[src/rtl/dmem_mmio_sys.sv]
// Data-memory subsystem for the single-cycle RV32I core: byte-lane RAM with
// combinational reads, plus a 16-byte MMIO window (cycle counter, GPIO, TOHOST).
module dmem_mmio_sys #(
  parameter int unsigned DEPTH_WORDS = 64,
  parameter logic [31:0] RAM_BASE    = 32'h0000_0000,
  parameter logic [31:0] MMIO_BASE   = 32'hFFFF_0000,
  parameter int unsigned GPIO_W      = 8
) (
  input  logic              clk,
  input  logic              rst,
  input  logic              we,
  input  logic [2:0]        size,
  input  logic [31:0]       a,
  input  logic [31:0]       wd,
  output logic [31:0]       rd,
  output logic              misaligned,
  output logic [GPIO_W-1:0] gpio_out,
  output logic              halted,
  output logic [31:0]       halt_code
);

  localparam int unsigned AW = $clog2(DEPTH_WORDS);

  typedef enum logic [1:0] {
    SZ_B   = 2'b00,
    SZ_H   = 2'b01,
    SZ_W   = 2'b10,
    SZ_BAD = 2'b11
  } sz_e;

  logic [31:0]       mem_q [DEPTH_WORDS];
  logic [63:0]       cnt_q, cnt_d;
  logic [GPIO_W-1:0] gpio_q, gpio_d;
  logic              halted_q, halted_d;
  logic [31:0]       halt_code_q, halt_code_d;

  sz_e               sz_s;
  logic              sext_s;
  logic              ram_hit_s;
  logic              mmio_hit_s;
  logic              misaligned_s;
  logic [AW-1:0]     idx_s;
  logic [31:0]       word_s;
  logic [7:0]        byte_s;
  logic [15:0]       half_s;
  logic [31:0]       ram_rd_s;
  logic [31:0]       mmio_rd_s;
  logic [31:0]       rd_s;
  logic              wr_ok_s;
  logic              ram_we_s;
  logic              gpio_we_s;
  logic              host_we_s;
  logic [3:0]        be_s;
  logic [31:0]       wdata_s;

  // Access decode: size class, region hit and legality.
  always_comb begin
    sz_s   = SZ_BAD;
    sext_s = 1'b0;
    case (size)
      3'b000: begin sz_s = SZ_B; sext_s = 1'b1; end
      3'b001: begin sz_s = SZ_H; sext_s = 1'b1; end
      3'b010: begin sz_s = SZ_W; sext_s = 1'b0; end
      3'b100: begin sz_s = SZ_B; sext_s = 1'b0; end
      3'b101: begin sz_s = SZ_H; sext_s = 1'b0; end
      default: begin sz_s = SZ_BAD; sext_s = 1'b0; end
    endcase

    // RAM_BASE is aligned to the RAM size, so a tag compare is an exact range check.
    ram_hit_s  = (a[31:AW+2] == RAM_BASE[31:AW+2]);
    mmio_hit_s = (a[31:4] == MMIO_BASE[31:4]);
    idx_s      = a[AW+1:2];

    if (ram_hit_s || mmio_hit_s) begin
      misaligned_s = (sz_s == SZ_BAD)
                  || ((sz_s == SZ_H) && a[0])
                  || ((sz_s == SZ_W) && (a[1:0] != 2'b00))
                  || (mmio_hit_s && (size != 3'b010));
    end else begin
      misaligned_s = 1'b0;
    end
  end

  // Combinational load path with lane select and extension.
  always_comb begin
    word_s = mem_q[idx_s];
    case (a[1:0])
      2'b00:   byte_s = word_s[7:0];
      2'b01:   byte_s = word_s[15:8];
      2'b10:   byte_s = word_s[23:16];
      2'b11:   byte_s = word_s[31:24];
      default: byte_s = 8'h00;
    endcase
    if (a[1]) begin
      half_s = word_s[31:16];
    end else begin
      half_s = word_s[15:0];
    end

    case (sz_s)
      SZ_B:    ram_rd_s = {{24{sext_s & byte_s[7]}}, byte_s};
      SZ_H:    ram_rd_s = {{16{sext_s & half_s[15]}}, half_s};
      SZ_W:    ram_rd_s = word_s;
      default: ram_rd_s = 32'h0000_0000;
    endcase

    case (a[3:2])
      2'b00:   mmio_rd_s = cnt_q[31:0];
      2'b01:   mmio_rd_s = cnt_q[63:32];
      2'b10:   mmio_rd_s = 32'(gpio_q);
      2'b11:   mmio_rd_s = 32'h0000_0000;
      default: mmio_rd_s = 32'h0000_0000;
    endcase

    if (misaligned_s) begin
      rd_s = 32'h0000_0000;
    end else if (ram_hit_s) begin
      rd_s = ram_rd_s;
    end else if (mmio_hit_s) begin
      rd_s = mmio_rd_s;
    end else begin
      rd_s = 32'h0000_0000;
    end
  end

  // Store path: write qualification, byte enables and lane-replicated data.
  always_comb begin
    wr_ok_s   = we && !misaligned_s && !halted_q && !rst;
    ram_we_s  = wr_ok_s && ram_hit_s;
    gpio_we_s = wr_ok_s && mmio_hit_s && (a[3:2] == 2'b10);
    host_we_s = wr_ok_s && mmio_hit_s && (a[3:2] == 2'b11);

    case (sz_s)
      SZ_B: begin
        be_s    = 4'b0001 << a[1:0];
        wdata_s = {4{wd[7:0]}};
      end
      SZ_H: begin
        be_s    = a[1] ? 4'b1100 : 4'b0011;
        wdata_s = {2{wd[15:0]}};
      end
      SZ_W: begin
        be_s    = 4'b1111;
        wdata_s = wd;
      end
      default: begin
        be_s    = 4'b0000;
        wdata_s = 32'h0000_0000;
      end
    endcase
  end

  // Next-state for counter, GPIO and halt registers.
  always_comb begin
    if (halted_q) begin
      cnt_d = cnt_q;
    end else begin
      cnt_d = cnt_q + 64'd1;
    end

    if (gpio_we_s) begin
      gpio_d = wd[GPIO_W-1:0];
    end else begin
      gpio_d = gpio_q;
    end

    // A zero write to TOHOST is a no-op so software can clear its own value safely.
    if (host_we_s && (wd != 32'h0000_0000)) begin
      halted_d    = 1'b1;
      halt_code_d = wd;
    end else begin
      halted_d    = halted_q;
      halt_code_d = halt_code_q;
    end
  end

  // Control registers with synchronous reset.
  always_ff @(posedge clk) begin
    if (rst) begin
      cnt_q       <= 64'd0;
      gpio_q      <= '0;
      halted_q    <= 1'b0;
      halt_code_q <= 32'h0000_0000;
    end else begin
      cnt_q       <= cnt_d;
      gpio_q      <= gpio_d;
      halted_q    <= halted_d;
      halt_code_q <= halt_code_d;
    end
  end

  // RAM byte-lane writes; contents are deliberately not reset.
  always_ff @(posedge clk) begin
    for (int b = 0; b < 4; b++) begin
      if (ram_we_s && be_s[b]) begin
        mem_q[idx_s][8*b +: 8] <= wdata_s[8*b +: 8];
      end
    end
  end

  assign rd         = rd_s;
  assign misaligned = misaligned_s;
  assign gpio_out   = gpio_q;
  assign halted     = halted_q;
  assign halt_code  = halt_code_q;

endmodule
[config.mk]
export PLATFORM = sky130hd
export DESIGN_NAME = dmem_mmio_sys
export DESIGN_NICKNAME = d
export VERILOG_FILES = /design/src/rtl/dmem_mmio_sys.sv
export SDC_FILE = /design/constraint.sdc
export NUM_CORES = 2
export LEC_CHECK = 0
export CAP_MARGIN = 20
export CORE_MARGIN = 5
export CORE_UTILIZATION = 50
export DETAILED_ROUTE_END_ITERATION = 16
export MAX_ROUTING_LAYER = met4
export PLACE_DENSITY = 0.75
export SLEW_MARGIN = 20
export SYNTH_ARGS = -nofsm -noshare
export SYNTH_HDL_FRONTEND = slang
export SYNTH_SLANG_ARGS = --single-unit
export TNS_END_PERCENT = 10
[constraint.sdc]
create_clock -name clk -period 13.75 [get_ports clk]
set_clock_uncertainty 0.05 [all_clocks]
set_input_delay 2.75 -clock clk [delete_from_list [all_inputs] [get_ports clk]]
set_output_delay 2.75 -clock clk [all_outputs]
set_load 0.02 [all_outputs]
==> flow_summary.toml <==
[grt]
grt_overflow = 0
antenna_found_initial = 10
grt_pass1_wl_um = 350000
grt_usage_pct = 28.2
grt_max_degree = 139
grt_pass1_vias = 46539

[clocking]
post-cts-setup-buffers = 0
clk_pin_slew_worst_paths_ns = 0.06
root_buffer = "clkbuf_16"
clock_sinks = 2153
cts_buffer_depth = 3
ctsHoldBuffers = 0
cts_max_level = 4
cts_tree = "yes"
cts_buffers = 197
cts_resized = 0
clk_latency_ns = 0.84

[worst_setup_path]
cp_top_family = "buffers and inverters"
endpoint_kind = "output port"
cp_num_buf_inv = 5
critPathKind = "in -> out"
crit_chain = "buf_8 -> buf_4 -> or3b_1 -> o221ai_1 -> nand3_1 -> nor4_2 -> buf_4 -> a2111oi_0 -> nor3b_2 -> buf_4 -> o311a_1 -> clkdlybuf4s50_1"
worst_ep_required_time_ns = 10.95
critPathLaunchType = "primary input"
arrival_ns = 8.01
worstPathMaxFanout = 48
worst_path_max_delay_cell = "nor4_2"
critPathMaxStageDelay_ns = 0.88
crit_top_cell = "buf_4"

[pwr]
p_sw_mw = 2.91
p_clk_share_pct = 40.2
power_frac_seq_pct = 54.2
ir_drop_mv = 0.127
sw_frac_of_total_pct = 21.9
combPwrFrac_pct = 5.6
p_per_area_nw_per_um2 = 138
p_leak_nw = 27.7
intPower_mw = 10.4

[timing]
rsz0062_at_grt = "false"
finalCriticalPeriod_ns = 10.81
fin_hold_ws_ns = 0.438
maxSlewHeadroom_pct = 17.5
fin_crit_sh_pct = 78.6
fin_tns_setup_ns = 0
slew_viol_final = 0
setup_violations = 0
hold_viol_final = 0
fmax_mhz = 92.5
worstMarginPinSlew_ns = 1.24

[route]
dr.first_iter.drc_count = 7967
vias = 47658
antenna_left = 0
routedWlPerCell_um = 34.3
drc_errors = 0
dr.pass1.iters = 15
viasPerCell = 6.60
wl_um = 248000

[logic_synthesis]
synth_top_area_share_pct = 71.6
async_flop_share_pct = 0
synthCells = 4554
synth_edf_count = 2048
synth_flop_cell = "edfxtp_1"
syn_nets = 4625
yosysTopAreaCell = "edfxtp_1"
ys_top_cells_by_area = "edfxtp_1, mux4_2, mux2i_1"
ys_warn_count = 0
ys_seq_area_share_pct = 74.0
syn_area_um2 = 85900
ys_seq_elements = 2153
synth.avg_cell_area_um2 = 18.9
ys_types = 77

[final_layout]
layout.nets = 4803
layout_common_cells = "edfxtp_1, mux4_2, nor2_1, mux2i_1, clkbuf_16"
final_common_cell = "edfxtp_1"
drive_gt1_share_pct = 19.1
design_area_um2 = 96300
area_growth_pct = 12.0

[floorplan]
die_w_um = 425
io_pins = 144
dieArea_um2 = 180000
core_area_um2 = 171000
row_count = 152
dieHeight_um = 425
floorplan.initialDensity_pct = 50.2

[placed_design]
io_buffers = 143
place_area_um2 = 89900
place_congestion = 0.996
place_hpwl_um = 153000

[status]
status = "complete, no violations"

[hold_path]
hp-class = "reg -> reg"

[run]
maxCapViolations = 0
==> cell type report <==
| type | count | area [µm²] |
|---|---|---|
| Tap cell | 2310 | 2890 |
| Inverter | 14 | 60.1 |
| Sequential cell | 2153 | 63600 |
| Timing Repair Buffer | 256 | 2390 |
| Antenna cell | 15 | 37.5 |
| Multi-Input combinational cell | 2110 | 21100 |
| Clock inverter | 114 | 1080 |
| Fill cell | 12436 | 75100 |
| Clock buffer | 248 | 5140 |
==> final timing paths <==
path,startpoint,to,slack (ns),cells past startpoint
max reg2reg,halted,mem_q[50][1],10.20,4
max,a[2],rd[27],2.94,12
min reg2reg,halt_code[0],halt_code[0],0.44,2
min,halt_code[0],halt_code[0],0.44,2
==> routing by layer <==
| layer | vias to the layer above | GRT usage (%) | wire (µm) |
|---|---|---|---|
| li1 | 18894 | - | - |
| met1 | 24369 | 35.0 | 85100 |
| met2 | 3611 | 41.0 | 112000 |
| met3 | 784 | 9.49 | 34000 |
| met4 | 0 | 15.5 | 16800 |
| met5 | - | - | 0 |
==> cells in the mapped netlist (18+ instances only) <==
cell and count:
o311a_1 27, a21oi_1 65, xor2_1 34, nor4_1 24
o22ai_1 77, buf_4 40, nor2_1 411, a22oi_1 67
o21ai_0 92, dfxtp_1 105, nand2_1 154, mux4_2 429
a22o_1 18, edfxtp_1 2048, nand4_1 26, buf_6 37
nand3_1 55, a211oi_1 21, nor2b_1 20, o221ai_1 23
mux2i_1 327, clkbuf_1 121, buf_2 69
==> worst reg2reg max path: cells and delay by family (launching register included) <==
kind                   cells  cell delay [ns]
and+or+nand+nor            3             2.30
DFF                        1             0.42
buffers and inverters      1             0.37
==> power groups by stage <==
stage / Combinational [mW] / Sequential (mW) / Clock, mW
after global routing: 0.757 / 7.21 / 5.66
after detailed placement: 0.714 / 7.35 / 0
final: 0.742 / 7.21 / 5.35
after CTS: 0.717 / 7.21 / 5.37
after floorplan: 0.407 / 7.36 / 0
after global placement: 0.700 / 7.35 / 0
==> metrics by stage <==
stage | worst slack (ns) | instances | total power [mW] | utilization (%)
finish | 2.94 | 7220 | 13.3 | 56.2
global route | 2.77 | 7217 | 13.6 | 56.2
CTS | 3.16 | 7204 | 13.3 | 56.1
detailed placement | 3.16 | 6842 | 8.07 | 52.5
global placement | 2.82 | 6841 | 8.05 | 52.5
floorplan | 5.63 | 4554 | 7.77 | -
==> registers in the layout (all words and copies together), names as in the netlist <==
name	count
halt_code	32
cnt_q	64
gpio_out	8
halted	1
mem_q	2048
==> cells by family after synthesis <==
logic type	count (synthesis)	synth area share, %
DFF	2153	74.0
buffers and inverters	291	1.91
xor gates and xnor gates	51	0.520
adders and majority gates	1	0.0146
and+or+nand+nor	804	4.26
AOI/OAI and AO/OA	475	3.84
muxes	779	15.5
Power figures use the tool's default switching activity.
